===== src/rtl/clock_divider_ctrl.sv =====
// Sequencing/configuration controller for clock_divider: warm-up before enable,
// glitch-free ratio changes and disables (only while the divided clock is low).
module clock_divider_ctrl #(
    parameter int unsigned DIV_W         = 8,
    parameter int unsigned RESET_DIV     = 2,
    parameter int unsigned WARMUP_CYCLES = 16,
    parameter int unsigned DRAIN_TIMEOUT = 255
) (
    input  logic             clk_i,
    input  logic             rstn_i,
    input  logic             start_i,
    input  logic             stop_i,
    input  logic             cfg_valid_i,
    input  logic [DIV_W-1:0] cfg_div_i,
    output logic             cfg_ready_o,
    input  logic             clk_out_i,
    output logic             div_en_o,
    output logic [DIV_W-1:0] div_ratio_o,
    output logic             busy_o,
    output logic             locked_o,
    output logic             cfg_err_o
);

    localparam int unsigned WCNT_W = $clog2(WARMUP_CYCLES + 1);
    localparam int unsigned DCNT_W = $clog2(DRAIN_TIMEOUT + 1);

    typedef enum logic [1:0] {
        S_IDLE   = 2'd0,
        S_WARMUP = 2'd1,
        S_RUN    = 2'd2,
        S_DRAIN  = 2'd3
    } state_e;

    state_e             state_q, state_d;
    logic [WCNT_W-1:0]  wcnt_q, wcnt_d;
    logic [DCNT_W-1:0]  dcnt_q, dcnt_d;
    logic               pend_q, pend_d;
    logic [DIV_W-1:0]   pend_ratio_q, pend_ratio_d;
    logic               stop_rec_q, stop_rec_d;
    logic               clk_out_q;
    logic               div_en_q, div_en_d;
    logic [DIV_W-1:0]   ratio_q, ratio_d;
    logic               busy_q, busy_d;
    logic               locked_q, locked_d;
    logic               err_q, err_d;
    logic               ready_q, ready_d;

    logic               accept;
    logic               cfg_bad;
    logic               cfg_ok;
    logic               drain_done;

    // Next-state and registered-output computation
    always_comb begin
        state_d      = state_q;
        wcnt_d       = wcnt_q;
        dcnt_d       = dcnt_q;
        pend_d       = pend_q;
        pend_ratio_d = pend_ratio_q;
        stop_rec_d   = stop_rec_q;
        ratio_d      = ratio_q;

        accept     = cfg_valid_i & ready_q;
        cfg_bad    = cfg_div_i < DIV_W'(2);
        cfg_ok     = accept & ~cfg_bad;
        err_d      = accept & cfg_bad;
        drain_done = ~clk_out_i | (dcnt_q == DCNT_W'(DRAIN_TIMEOUT));

        case (state_q)
            S_IDLE: begin
                if (cfg_ok) begin
                    ratio_d = cfg_div_i;
                end
                if (start_i && !stop_i) begin
                    state_d = S_WARMUP;
                    wcnt_d  = '0;
                end
            end
            S_WARMUP: begin
                if (stop_i) begin
                    state_d = S_IDLE;
                end else if (wcnt_q == WCNT_W'(WARMUP_CYCLES - 1)) begin
                    state_d = S_RUN;
                end else if (wcnt_q < WCNT_W'(WARMUP_CYCLES)) begin
                    wcnt_d = wcnt_q + WCNT_W'(1);
                end
            end
            S_RUN: begin
                if (cfg_ok) begin
                    pend_d       = 1'b1;
                    pend_ratio_d = cfg_div_i;
                end
                if (cfg_ok || stop_i) begin
                    state_d    = S_DRAIN;
                    dcnt_d     = '0;
                    stop_rec_d = stop_i;
                end
            end
            S_DRAIN: begin
                if (drain_done) begin
                    // Disable and ratio update land on the same edge, so the
                    // divider never sees a new ratio while enabled.
                    if (pend_q) begin
                        ratio_d = pend_ratio_q;
                        pend_d  = 1'b0;
                    end
                    state_d    = (pend_q && !stop_rec_q && !stop_i) ? S_WARMUP : S_IDLE;
                    wcnt_d     = '0;
                    stop_rec_d = 1'b0;
                end else begin
                    if (stop_i) begin
                        stop_rec_d = 1'b1;
                    end
                    if (dcnt_q < DCNT_W'(DRAIN_TIMEOUT)) begin
                        dcnt_d = dcnt_q + DCNT_W'(1);
                    end
                end
            end
            default: state_d = S_IDLE;
        endcase

        div_en_d = (state_d == S_RUN) || (state_d == S_DRAIN);
        busy_d   = (state_d == S_WARMUP) || (state_d == S_DRAIN);
        ready_d  = (state_d == S_IDLE) || ((state_d == S_RUN) && !pend_d);
        locked_d = (state_q == S_RUN) && (state_d == S_RUN) &&
                   (locked_q || (!clk_out_q && clk_out_i));
    end

    always_ff @(posedge clk_i or negedge rstn_i) begin
        if (!rstn_i) begin
            state_q      <= S_IDLE;
            wcnt_q       <= '0;
            dcnt_q       <= '0;
            pend_q       <= 1'b0;
            pend_ratio_q <= '0;
            stop_rec_q   <= 1'b0;
            clk_out_q    <= 1'b0;
            div_en_q     <= 1'b0;
            ratio_q      <= DIV_W'(RESET_DIV);
            busy_q       <= 1'b0;
            locked_q     <= 1'b0;
            err_q        <= 1'b0;
            ready_q      <= 1'b0;
        end else begin
            state_q      <= state_d;
            wcnt_q       <= wcnt_d;
            dcnt_q       <= dcnt_d;
            pend_q       <= pend_d;
            pend_ratio_q <= pend_ratio_d;
            stop_rec_q   <= stop_rec_d;
            clk_out_q    <= clk_out_i;
            div_en_q     <= div_en_d;
            ratio_q      <= ratio_d;
            busy_q       <= busy_d;
            locked_q     <= locked_d;
            err_q        <= err_d;
            ready_q      <= ready_d;
        end
    end

    assign cfg_ready_o = ready_q;
    assign div_en_o    = div_en_q;
    assign div_ratio_o = ratio_q;
    assign busy_o      = busy_q;
    assign locked_o    = locked_q;
    assign cfg_err_o   = err_q;

endmodule

===== config.mk =====
export PLATFORM = sky130hd
export DESIGN_NAME = clock_divider_ctrl
export DESIGN_NICKNAME = d
export VERILOG_FILES = /design/src/rtl/clock_divider_ctrl.sv
export SDC_FILE = /design/constraint.sdc
export NUM_CORES = 1
export LEC_CHECK = 0
export BUFFER_PORTS_ARGS = -buffer_cell sky130_fd_sc_hd__buf_4
export CAP_MARGIN = 20
export CORE_MARGIN = 3
export CORE_UTILIZATION = 56
export CTS_CLUSTER_SIZE = 40
export DETAILED_ROUTE_END_ITERATION = 8
export PLACE_DENSITY_LB_ADDON = 0.25
export SKIP_LAST_GASP = 1
export SLEW_MARGIN = 10
export SYNTH_ARGS = -nofsm -noshare
export SYNTH_HDL_FRONTEND = slang
export SYNTH_SLANG_ARGS = --single-unit

===== constraint.sdc =====
create_clock -name clk_i -period 3.15 [get_ports clk_i]
set_input_delay 0.315 -clock clk_i [delete_from_list [all_inputs] [get_ports clk_i]]
set_output_delay 0.315 -clock clk_i [all_outputs]
set_load 0.01 [all_outputs]

==> flow_metrics.env <==
export IMPL_areaGrowthSynthToFinish_pct=15.82
export IMPL_tns_ns=0
export IMPL_clock_sinks=38
export IMPL_synth_top_cell_by_area="dfrtp_1"
export IMPL_grt_pass1_vias=1467
export IMPL_cts_resized=0
export IMPL_grt_max_degree=39
export IMPL_netlist_top_cells_area="dfrtp_1 (48%), mux2_2 (5.3%), ha_1 (5.2%), mux2i_1 (5.2%), a21oi_1 (4.9%)"
export IMPL_pwr_density_cell_nw_per_um2=854.2
export IMPL_power_w=0.001909
export IMPL_die_x_microns=64.70
export IMPL_min_period_ns=2.466
export IMPL_num_antenna_cells=0
export IMPL_num_vias=1514
export IMPL_gp_congestion=0.8918
export IMPL_placementRows=20
export IMPL_fin_cells=256
export IMPL_crit_type="register to register"
export IMPL_track_usage_pct=20.86
export IMPL_start_util_pct=60.71
export IMPL_worstSetupStartpointType="register"
export IMPL_finalSetupViolations=0
export IMPL_cts_tree="built"
export IMPL_max_freq_ghz=0.4056
export IMPL_ant_nets=0
export IMPL_drive_above_1_share_pct=23.11
export IMPL_drt_total_wl_mm=3.990
export IMPL_yosys_warnings=0
export IMPL_cts_buffers=5
export IMPL_stdcell_area_sq_um=2235
export IMPL_core_area_sq_um=3178
export IMPL_relSlewSlack_pct=48.51
export IMPL_placed_cells=247
export IMPL_p_leak_nw=0.9925
export IMPL_synth_fp_nets=203
export IMPL_nNetsFinal=233
export IMPL_die_h_microns=64.70
export IMPL_status="finished clean"
export IMPL_vdd_ir_drop_max_uv=517.6
export IMPL_crit_required_ns=3.38
export IMPL_cts_clk_slew_worst_paths_ns=0.11
export IMPL_routed_via_density=5.914
export IMPL_clk_path_buf_depth=2
export IMPL_gr_total_overflow=0
export IMPL_synthDominantCellAreaShare_pct=47.99
export IMPL_tightest_slew_ns=0.7723
export IMPL_ctsRootBufferMaster="clkbuf_4"
export IMPL_rsz0062_at_grt="false"
export IMPL_finalMaxSlewViolations=0
export IMPL_ys_ff_latch=38
export IMPL_hpwlAfterDp_mm=2.942
export IMPL_antenna_found_initial=0
export IMPL_timing_max_cap_violations=0
export IMPL_hold_ws_ns=0.1272
export IMPL_synth_area_sq_um=1929
export IMPL_grt_pass1_wl_mm=6.644
export IMPL_crit_path_end_kind="register"
export IMPL_htreeDepth=2
export IMPL_drcViolationCount=0
export IMPL_syn_instance_count=181
export IMPL_skew_ns=0.007166
export IMPL_hold_viol=0
export IMPL_dpl_cell_area_sq_um=2165
export IMPL_first_pass_iters=4
export IMPL_io_pins=27
export IMPL_die_area_sq_um=4185
export IMPL_port_buffers=26
export IMPL_fin_crit_sh_pct=78.28
export IMPL_fill_cells=264
export IMPL_ys_seq_area_share_pct=49.35
export IMPL_layout_commonest_cell="dfrtp_1"
export IMPL_path_max_fanout=7
export IMPL_yosysUniqueCellTypes=42
export IMPL_wire_per_inst_microns=15.59
export IMPL_drt_iter0_drc=81
export IMPL_clk_latency_ns=0.34
export IMPL_arrival_ns=2.69
export IMPL_synth_area_per_cell_sq_um=10.66
export IMPL_min_path_type="primary input to register"
export IMPL_final_cell_mix="dfrtp_1 (37), buf_4 (27), a21oi_1 (19), o21ai_0 (12), nor2_1 (11)"
## synthesized netlist by cell type (all sizes together)
library cell / instances
a211o: 3
a211oi: 1
a21boi: 1
a21o: 1
a21oi: 19
a22o: 1
a31oi: 2
and2: 2
and3: 3
buf: 3
clkbuf: 2
dfrtp: 37
dfstp: 1
ha: 8
inv: 6
mux2: 9
mux2i: 10
nand2: 8
nand2b: 5
nand3: 5
nand3b: 1
nand4: 3
nor2: 11
nor2b: 4
nor3: 2
nor4: 1
o2111ai: 1
o211a: 1
o211ai: 2
o21ai: 14
o21bai: 1
o22ai: 2
o2bb2ai: 1
o31ai: 1
or3: 4
or4: 2
or4b: 1
xnor2: 1
xor2: 1
## cell type report
| class | count | area (sq um) | share of cell area (%) |
|---|---|---|---|
| inverter | 6 | 22.52 | 1.008 |
| sequential | 38 | 952.2 | 42.61 |
| clock buffer | 7 | 55.05 | 2.464 |
| multi-input combinational | 132 | 932.1 | 41.71 |
| tap | 44 | 55.05 | 2.464 |
| timing repair buffer | 28 | 212.7 | 9.518 |
| clock inverter | 1 | 5.005 | 0.2240 |
## cells by family after synthesis
| logic type | count (synthesis) | share of synthesized area (%) |
|---|---|---|
| compound gates | 51 | 16.99 |
| xor+xnor | 2 | 0.9081 |
| fa+ha+maj | 8 | 5.188 |
| buf+inv | 11 | 2.334 |
| flops | 38 | 49.35 |
| mux | 19 | 10.44 |
| simple gates | 52 | 14.79 |
## stage by stage
step           setup WS, ns  util, %
2_1_floorplan        0.9223        -
6_report             0.6843    70.32
4_1_cts              0.6778    70.32
5_1_grt              0.5028    70.32
3_3_place_gp         0.8372    68.11
3_5_place_dp         0.6832    68.11
## report_power, final
part	switching [W]	internal [W]	leakage (nW)
logic	0.000487	0.000390	0.481
clock network	0.000154	0.000108	0.0353
registers	0.000109	0.000661	0.476
## critical path, cell delays in order, from the launching register on
cell and delay (ns):
dfrtp_1 0.42, ha_1 0.24, and3_1 0.19, ha_1 0.19, or4b_2 0.59, o21ai_0 0.12
nand3_1 0.23, o21ai_0 0.25, o21ai_0 0.11
## state kept, by name, indices dropped and copies added, names as in the netlist
name,count
pend_q,1
locked_o,1
stop_rec_q,1
pend_ratio_q,8
dcnt_q,8
div_ratio_o,8
div_en_o,1
cfg_ready_o,1
wcnt_q,5
clk_out_q,1
cfg_err_o,1
busy_o,1
state_q,1
## path summary, 6_finish.rpt
kind                            from         endpoint  slack, ns  depth (start not counted)
max reg2reg                wcnt_q[0]        wcnt_q[2]       0.68                          8
min                        clk_out_i        clk_out_q       0.13                          1
min reg2reg                wcnt_q[3]        wcnt_q[3]       0.50                          1
max                        wcnt_q[0]        wcnt_q[2]       0.68                          8
max in group asynchronous     rstn_i   div_ratio_o[1]       2.33                          2
min in group asynchronous     rstn_i  pend_ratio_q[4]       0.46                          2
## metal layers
metal  up-vias  global-route usage, %  routed length (microns)
met2        39                  34.92                     2008
met4         0                  7.916                       37
met5         -                      0                        0
met1       753                  24.55                     1757
met3         5                  7.452                      186
li1        717                      -                        -
## repair_timing
item,in CTS,in global routing
buffers inserted,0,0
hold endpoints to repair,37,0
endpoints found under the setup margin,0,0
hold buffers,1,0
(Power assumes the default switching activity.)
